### config.mk
export PLATFORM = sky130hd
export DESIGN_NAME = hex_entry_register
export DESIGN_NICKNAME = d
export VERILOG_FILES = /design/src/rtl/hex_entry_register.sv
export SDC_FILE = /design/constraint.sdc
export NUM_CORES = 1
export LEC_CHECK = 0
export BUFFER_PORTS_ARGS = -buffer_cell sky130_fd_sc_hd__buf_4
export CAP_MARGIN = 20
export CELL_PAD_IN_SITES_DETAIL_PLACEMENT = 1
export CELL_PAD_IN_SITES_GLOBAL_PLACEMENT = 2
export CORE_MARGIN = 3
export CORE_UTILIZATION = 25
export CTS_CLUSTER_DIAMETER = 200
export DETAILED_ROUTE_END_ITERATION = 12
export PLACE_DENSITY_LB_ADDON = 0.2
export SKIP_CTS_REPAIR_TIMING = 1
export SLEW_MARGIN = 10
export SYNTH_ARGS = -nofsm -noshare
export SYNTH_HDL_FRONTEND = slang
export SYNTH_SLANG_ARGS = --single-unit
### constraint.sdc
create_clock -name clk -period 7.1 [get_ports clk]
set_clock_uncertainty 0.2 [all_clocks]
set_input_delay 1.42 -clock clk [delete_from_list [all_inputs] [get_ports clk]]
set_output_delay 1.42 -clock clk [all_outputs]
set_load 0.005 [all_outputs]
### src/rtl/hex_entry_register.sv
// ---------------------------------------------------------------------------
// hex_entry_register
//
// Collects DIGITS nibbles from a debounced keypad/switch front end into one
// DIGITS*DIGIT_W-bit entry word. It supports backspace, synchronous clear,
// two fill orders and two overflow policies. A commit strobe latches the
// finished word for the downstream display/ALU datapath.
//
// Parameters
//   DIGITS   number of digit slots (>= 2)
//   DIGIT_W  bits per digit
//   MODE     0 = positional fill, MSD slot first; 1 = shift in at the LSD
//   WRAP     0 = ignore loads when full; 1 = accept loads when full
//
// Ports
//   clk         system clock, rising edge
//   reset       asynchronous, active-high
//   digit_in    digit value, sampled on a load event
//   load        level strobe; a rising edge enters digit_in
//   back        level strobe; a rising edge removes the last digit
//   clr         synchronous clear, level-sensitive, highest priority
//   commit      level strobe; a rising edge latches the entry into word
//   value       live entry word
//   count       number of digits held, 0..DIGITS
//   full        count == DIGITS (combinational)
//   drop        one-cycle pulse: load ignored because full and WRAP=0
//   word        last committed word
//   word_valid  one-cycle pulse when word updates
// ---------------------------------------------------------------------------
module hex_entry_register #(
    parameter int DIGITS  = 4,
    parameter int DIGIT_W = 4,
    parameter int MODE    = 0,
    parameter int WRAP    = 1,
    localparam int VW     = DIGITS * DIGIT_W,
    localparam int CW     = $clog2(DIGITS + 1)
) (
    input  logic               clk,
    input  logic               reset,
    input  logic [DIGIT_W-1:0] digit_in,
    input  logic               load,
    input  logic               back,
    input  logic               clr,
    input  logic               commit,
    output logic [VW-1:0]      value,
    output logic [CW-1:0]      count,
    output logic               full,
    output logic               drop,
    output logic [VW-1:0]      word,
    output logic               word_valid
);

    localparam int            PW         = $clog2(DIGITS);
    localparam logic [PW-1:0] LAST_SLOT  = PW'(DIGITS - 1);
    localparam logic [CW-1:0] FULL_COUNT = CW'(DIGITS);

    // Edge-detect history for the three strobes.
    logic load_q;
    logic back_q;
    logic commit_q;

    logic ld_ev;
    logic bk_ev;
    logic cm_ev;

    // Positional write index: number of slots filled since the last wrap,
    // kept modulo DIGITS so that a full register points back at the MSD.
    logic [PW-1:0] pslot;
    logic [PW-1:0] pslot_inc;
    logic [PW-1:0] pslot_dec;
    logic [PW-1:0] wr_slot;
    logic [PW-1:0] bk_slot;

    logic [VW-1:0] value_nxt;
    logic [CW-1:0] count_nxt;
    logic [PW-1:0] pslot_nxt;
    logic          drop_nxt;

    assign ld_ev = load   & ~load_q;
    assign bk_ev = back   & ~back_q;
    assign cm_ev = commit & ~commit_q;

    assign full = (count == FULL_COUNT);

    assign pslot_inc = (pslot == LAST_SLOT) ? '0 : pslot + PW'(1);
    assign pslot_dec = (pslot == '0) ? LAST_SLOT : pslot - PW'(1);

    // Slot DIGITS-1 is the most-significant digit, so slot index runs
    // opposite to pslot.
    assign wr_slot = LAST_SLOT - pslot;
    assign bk_slot = LAST_SLOT - pslot_dec;

    // Next-state entry logic. Priority: clr, then backspace, then load.
    always_comb begin
        // NOTE: every variable gets a default before any branch, so no path
        // leaves one unassigned and no latch is inferred.
        value_nxt = value;
        count_nxt = count;
        pslot_nxt = pslot;
        drop_nxt  = 1'b0;

        if (clr) begin
            value_nxt = '0;
            count_nxt = '0;
            pslot_nxt = '0;
        end else if (bk_ev) begin
            // A coincident load is discarded silently (no drop pulse).
            if (count != '0) begin
                count_nxt = count - CW'(1);
                if (MODE == 0) begin
                    pslot_nxt = pslot_dec;
                    value_nxt[int'(bk_slot) * DIGIT_W +: DIGIT_W] = '0;
                end else begin
                    value_nxt = value >> DIGIT_W;
                end
            end
        end else if (ld_ev) begin
            if (full && (WRAP == 0)) begin
                drop_nxt = 1'b1;
            end else begin
                if (!full) begin
                    count_nxt = count + CW'(1);
                end
                if (MODE == 0) begin
                    // When full with WRAP=1, pslot has wrapped to 0, so the
                    // write lands in the MSD slot and the others are kept.
                    value_nxt[int'(wr_slot) * DIGIT_W +: DIGIT_W] = digit_in;
                    pslot_nxt = pslot_inc;
                end else begin
                    value_nxt = {value[VW-DIGIT_W-1:0], digit_in};
                end
            end
        end
    end

    // NOTE: sequential state uses non-blocking assignments so that every
    // register samples pre-edge values, independent of statement order.
    always_ff @(posedge clk or posedge reset) begin
        if (reset) begin
            // Edge history resets high: a strobe already held at reset
            // release must not count as a rising edge.
            load_q     <= 1'b1;
            back_q     <= 1'b1;
            commit_q   <= 1'b1;
            value      <= '0;
            count      <= '0;
            pslot      <= '0;
            drop       <= 1'b0;
            word       <= '0;
            word_valid <= 1'b0;
        end else begin
            // Edge history tracks the inputs every cycle, clr or not.
            load_q     <= load;
            back_q     <= back;
            commit_q   <= commit;
            value      <= value_nxt;
            count      <= count_nxt;
            pslot      <= pslot_nxt;
            drop       <= drop_nxt;
            word_valid <= cm_ev;
            // Commit captures the post-update entry, including any
            // same-cycle load, backspace or clear.
            if (cm_ev) begin
                word <= value_nxt;
            end
        end
    end

endmodule

==> flow_metrics.py, run 1 <==
metrics = {
    "synth": {
        "post_synth_and_or_nand_nor_area_fraction_pct": 22.5,
        "number_of_synthesized_register_bits": 41,
        "yosys.cell_count.top_type": "dfrtp_1",
        "top_cells_by_area_in_the_synthesized_netlist": "dfrtp_1 49%, ha_1 5.1%, dfstp_2 4.1%",
        "synth_flop_cell": "dfrtp_1",
        "syn-num-nets": 206,
        "seq_area_frac_synth_pct": 52.9,
        "syn-mean-instance-area_um2": 10.4,
        "synth-adder-area-share_pct": 6.17,
        "synthArstFlopShare_pct": 100,
        "synth_top_family_by_area": "simple AND/OR/NAND/NOR gates",
        "synth_mux_area_share_pct": 0,
        "postSynthCellCount": 187,
        "synth_top_area_cell": "dfrtp_1",
        "synth_edf_count": 0,
        "synth.distinct_cells": 38,
        "synth-warning-count": 0,
        "synth_xor_area_share_pct": 0,
        "synth_area_um2": 1950,
        "synth_compound_gate_area_share_pct": 13.2,
        "netlist.area_leader.share_pct": 48.9,
        "synth.cells.most_frequent": "38 x dfrtp_1, 21 x nor2_1, 18 x nand2_1",
    },
    "detailed_routing": {
        "post_drt_wl_per_cell_um": 15.7,
        "route.vias.total": 1565,
        "routed_wirelength_mm": 5.23,
        "ant_nets": 0,
        "drc_violation_total_after_the_first_tritonroute_iteration": 54,
        "via_per_inst": 4.69,
        "post_route_drc": 0,
        "detail_route.first_pass.iterations": 4,
    },
    "cts": {
        "cts.reportedPaths.clkPinSlew_ps": 80,
        "h-tree-depth": 2,
        "cts_bufs_inserted": 5,
        "cts.root.buffer_cell": "clkbuf_8",
        "tritoncts": "built",
        "cts-root-to-sink-buffers": 2,
        "clkSinkCount": 41,
        "clk-insertion-delay-late_ps": 290,
    },
    "critical_path": {
        "cp_max_fo": 15,
        "worstSetupEndpointType": "register",
        "critical_path_class": "primary input to register",
        "cp-start-kind": "primary input",
        "cp_data_arrival_time_ps": 3040,
        "critical_path_required_ps": 7120,
    },
    "floorplanning": {
        "die_area_um2": 8880,
        "number_of_top_level_design_ports": 48,
        "height_of_the_die_um": 94.2,
        "placementRows": 31,
        "die_w_um": 94.2,
        "floorplan.initialDensity_pct": 26.3,
        "core_area_um2": 7410,
    },
    "flow_run": {
        "max_cap_violations": 0,
    },
    "cells_and_area": {
        "drive_above_1_share_pct": 29.4,
        "combined_area_of_the_multi_input_logic_cells_um2": 820,
        "fill_cells": 857,
        "layout-area-overhead-vs-synth_pct": 27.1,
        "reg_area_um2": 1030,
        "antenna_diode_count": 0,
        "net_count_final": 253,
    },
    "global_route": {
        "global_route.overflow_total": 0,
        "grt_first_pass_wirelength_mm": 8.67,
        "globalRouteMet2Util_pct": 19.5,
        "global_route_hottest_layer": "met2",
        "track_usage_pct": 12.7,
        "antenna_found_initial": 0,
        "grt_util_met3_pct": 3.21,
        "via_count_of_the_first_global_routing_pass": 1655,
        "grt_start_max_net_pins": 42,
        "use_met1_pct": 17.3,
    },
    "timing": {
        "timing.final.crit_share_pct": 42.6,
        "achievable-frequency_mhz": 331,
        "grt_setup_unrepaired": "false",
        "maxSlewViolCount": 0,
        "tightest_slew_ps": 744,
        "max_slew_margin_pct": 50.0,
        "setup_violations": 0,
        "fin_crit_ps": 3020,
        "totalNegativeSetupSlack_ps": 0,
        "timing.hold.ws_ps": 276,
        "final_hold_viol_count": 0,
    },
    "power_and_ir_drop": {
        "power_per_cell_area_nw_per_um2": 205,
        "power_leakage_uw": 0.00119,
        "worst_ir_drop_vdd_v": 0.0000655,
    },
    "place": {
        "post-dp-hpwl_mm": 3.77,
        "place.gp.congestion": 0.730,
        "io_buffer_count": 46,
    },
    "status": {
        "status": "finished, final reports clean",
    },
    "hold_path": {
        "hp-class": "register to register",
    },
}
-- worst paths after layout --
| kind | start | endpoint | slack [ps] | cells after the start |
|---|---|---|---|---|
| worst max-delay path | back | word[11]$_DFFE_PP0P_ | 4080 | 6 |
| worst min-delay path | word[6]$_DFFE_PP0P_ | word[6]$_DFFE_PP0P_ | 280 | 2 |
| worst max register to register | pslot[0]$_DFFE_PP0P_ | word[14]$_DFFE_PP0P_ | 4570 | 6 |
| worst min register to register | word[6]$_DFFE_PP0P_ | word[6]$_DFFE_PP0P_ | 280 | 2 |
| max in group asynchronous | reset | load_q$_DFF_PP1_ | 5260 | 3 |
| min in group asynchronous | reset | word[13]$_DFFE_PP0P_ | 1060 | 3 |
-- cells by family after synthesis --
| family | Yosys count |
|---|---|
| AO/OA/AOI/OAI | 38 |
| adder cells (fa/ha/maj) | 9 |
| buffers and inverters | 20 |
| flip-flops | 41 |
| other | 1 |
| AND/OR/NAND/NOR | 78 |
-- power breakdown --
| part | internal (uW) | switching, uW | total (uW) |
|---|---|---|---|
| logic | 38.5 | 47.2 | 85.7 |
| registers | 247 | 13.0 | 260 |
| clock network | 79.1 | 82.6 | 162 |
| total | 365 | 143 | 508 |
-- state kept, by name, summed over array words and instances (netlist names) --
name and flops:
back_q 1, value 16, count 3, pslot 2, load_q 1, word 16
commit_q 1, word_valid 1
-- cells in the final DEF, fill, tap and decap left out, drive strengths merged, types with 8 or more instances in the layout --
cell type,n
dfrtp,38
buf,47
inv,12
a31oi,10
nand2,18
nand3,11
ha,8
a21oi,9
nor2,21
-- stage by stage --
step                cells  area (um2)  utilization [%]  setup WS [ps]  total power [uW]
finish                334        2470             33.4           4080               508
global route          334        2470             33.4           3890               541
CTS                   334        2470             33.4           4070               518
detailed placement    326        2380             32.1           3730               353
global placement      326        2380             32.1           3820               353
floorplan             187        1950                -           4220               312
-- critical path, cell delays in order --
cell      delay [ps]
buf_4            120
nand2b_2         260
clkinv_4         210
nor4_1           690
a32oi_1          160
a21oi_1          170
-- layout make-up --
class	count	share of cell area (%)
Sequential cell	41	41.6
Multi-Input combinational cell	126	33.1
Timing Repair Buffer	47	14.3
Tap cell	99	5.01
Clock buffer	7	3.49
Inverter	13	2.18
Clock inverter	1	0.303
-- per-layer routing --
metal / vias up / part of all wire [%]
li1: 755 / -
met1: 768 / 49
met2: 34 / 45
met3: 8 / 4.6
met4: 0 / 1.4
met5: - / 0
(Power assumes the default switching activity.)
==> inputs of run 2 (changes only) <==
- clock period: 7.1 -> 2.9 ns (I/O delays scaled with it)
==> run 2 against run 1 <==
Effect of this change: core utilization grew 0.59 points; largest cell class unchanged; global-route usage decreased by 0.053 points; sequential power rose by 140%; register-to-register slack worse by 4000 ps; largest power group unchanged; hold slack got worse by 83 ps; first-iteration DRC count rose by 87%.
==> flow_metrics.py, run 2 (synthesis gave the netlist of run 1 again) <==
metrics = {
    "status": {
        "status": "finished, final reports clean",
    },
    "hold_path": {
        "min_path_cells": 1,
        "timing.hold.worst.start": "commit",
        "hp-class": "primary input to register",
        "worstHoldEndpoint": "commit_q$_DFF_PP1_",
    },
    "place": {
        "placed_cell_area_um2": 2400,
        "placement.setup.worst_slack_ps": 581,
        "place.gp.congestion": 0.749,
        "io_buffer_count": 46,
        "post-dp-hpwl_mm": 3.80,
    },
    "critical_path": {
        "worstSetupEndpointType": "register",
        "worstRegToRegCells": 6,
        "reg2reg_from": "pslot[1]$_DFFE_PP0P_",
        "cp_data_arrival_time_ps": 2360,
        "worstReg2RegEnd": "word[12]$_DFFE_PP0P_",
        "critical_path_class": "register to register",
        "critical_path_required_ps": 2930,
        "reg2reg_setup_slack_ps": 570,
        "cp_max_fo": 7,
        "launching_element_of_the_worst_setup_path": "pslot[1]$_DFFE_PP0P_",
        "cp-start-kind": "register",
    },
    "cts": {
        "cts.root.buffer_cell": "clkbuf_8",
        "clkSinkCount": 41,
        "cts-root-to-sink-buffers": 2,
        "h-tree-depth": 2,
        "cts_bufs_inserted": 5,
        "tritoncts": "built",
        "clk-insertion-delay-late_ps": 300,
        "cts.reportedPaths.clkPinSlew_ps": 90,
    },
    "global_route": {
        "grt_first_pass_wirelength_mm": 8.71,
        "antenna_found_initial": 0,
        "global_route.overflow_total": 0,
        "via_count_of_the_first_global_routing_pass": 1634,
        "grt_start_max_net_pins": 42,
        "track_usage_pct": 12.6,
    },
    "cells_and_area": {
        "combined_area_of_the_multi_input_logic_cells_um2": 820,
        "fill_cells": 852,
        "reg_area_um2": 1030,
        "net_count_final": 256,
        "largest_registers": "value x16, word x16, count x3",
        "mostFrequentLayoutCell": "buf_4",
        "drive_above_1_share_pct": 30.7,
        "antenna_diode_count": 0,
        "layout-area-overhead-vs-synth_pct": 29.4,
        "most-common-layout-cells": "50 x buf_4, 38 x dfrtp_1, 21 x nor2_1, 18 x nand2_1, 11 x inv_1",
        "fin_area_um2": 2520,
    },
    "detailed_routing": {
        "post_drt_wl_per_cell_um": 15.7,
        "routed_wirelength_mm": 5.31,
        "detail_route.first_pass.iterations": 4,
        "post_route_drc": 0,
        "drc_violation_total_after_the_first_tritonroute_iteration": 101,
        "ant_nets": 0,
        "route.vias.total": 1565,
        "via_per_inst": 4.64,
    },
    "power_and_ir_drop": {
        "p_int_uw": 961,
        "worst_ir_drop_vdd_v": 0.000199,
        "p_sw_uw": 368,
        "power.share.sequential_pct": 47.7,
        "power_per_cell_area_nw_per_um2": 528,
        "comb_power_share_pct": 16.3,
        "clockPowerShare_pct": 36.1,
        "p_sw_share_pct": 27.7,
        "power_leakage_uw": 0.00121,
    },
    "floorplanning": {
        "die_w_um": 94.2,
        "height_of_the_die_um": 94.2,
        "core_area_um2": 7410,
        "floorplan.initialDensity_pct": 26.3,
        "number_of_top_level_design_ports": 48,
        "die_area_um2": 8880,
        "placementRows": 31,
    },
    "timing": {
        "achievable-frequency_mhz": 428,
        "tightest_slew_ps": 708,
        "layout_setup_ws_ps": 566,
        "final_hold_viol_count": 0,
        "maxSlewViolCount": 0,
        "fin_crit_ps": 2330,
        "totalNegativeSetupSlack_ps": 0,
        "timing.final.crit_share_pct": 80.5,
        "grt_setup_unrepaired": "false",
        "max_slew_margin_pct": 52.4,
        "setup_violations": 0,
    },
    "flow_run": {
        "max_cap_violations": 0,
    },
}
run 2: critical path, cell delays in order (launching register included):
cell and delay (ps):
dfrtp_1 470, inv_1 140, ha_1 380, or4b_4 550, nor4_4 230, a32oi_1 130, a21oi_1 180
run 2: power groups by stage:
stage / combinational [uW] / clock [uW] / sequential [uW]
finish: 216 / 479 / 633
global route: 243 / 524 / 640
CTS: 222 / 497 / 634
detailed placement: 220 / 0 / 644
global placement: 222 / 0 / 645
floorplan: 119 / 0 / 645
run 2: stage by stage:
step,std cells,utilization (%),hold WS (ps),total power (uW)
after floorplan,187,-,267,764
after global placement,329,32.4,272,867
after detailed placement,329,32.4,275,865
after CTS,337,34.0,182,1350
after global routing,337,34.0,173,1410
final,337,34.0,193,1330
run 2: per-layer routing:
metal  part of all wire (%)  GRT usage [%]  routed length (um)
met5                      0              0                   0
met4                   0.85           2.89                  45
met3                    4.4           3.29                 235
met2                     46           19.9                2460
met1                     48           17.3                2570
run 2: worst max-delay path by stage:
stage          cells past startpoint  slack [ps]                   end
3_3_place_gp                       6         620  word[14]$_DFFE_PP0P_
4_1_cts                            6         550  word[12]$_DFFE_PP0P_
6_report                           6         570  word[12]$_DFFE_PP0P_
3_5_place_dp                       6         580  word[15]$_DFFE_PP0P_
2_1_floorplan                      6         680  word[13]$_DFFE_PP0P_
5_1_grt                            6         400  word[12]$_DFFE_PP0P_
run 2: layout make-up:
class                           instances  area share (%)
Clock inverter                          3            1.84
Clock buffer                            5            2.73
Timing Repair Buffer                   50            14.9
Inverter                               13            2.14
Multi-Input combinational cell        126            32.6
Sequential cell                        41            40.9
Tap cell                               99            4.92
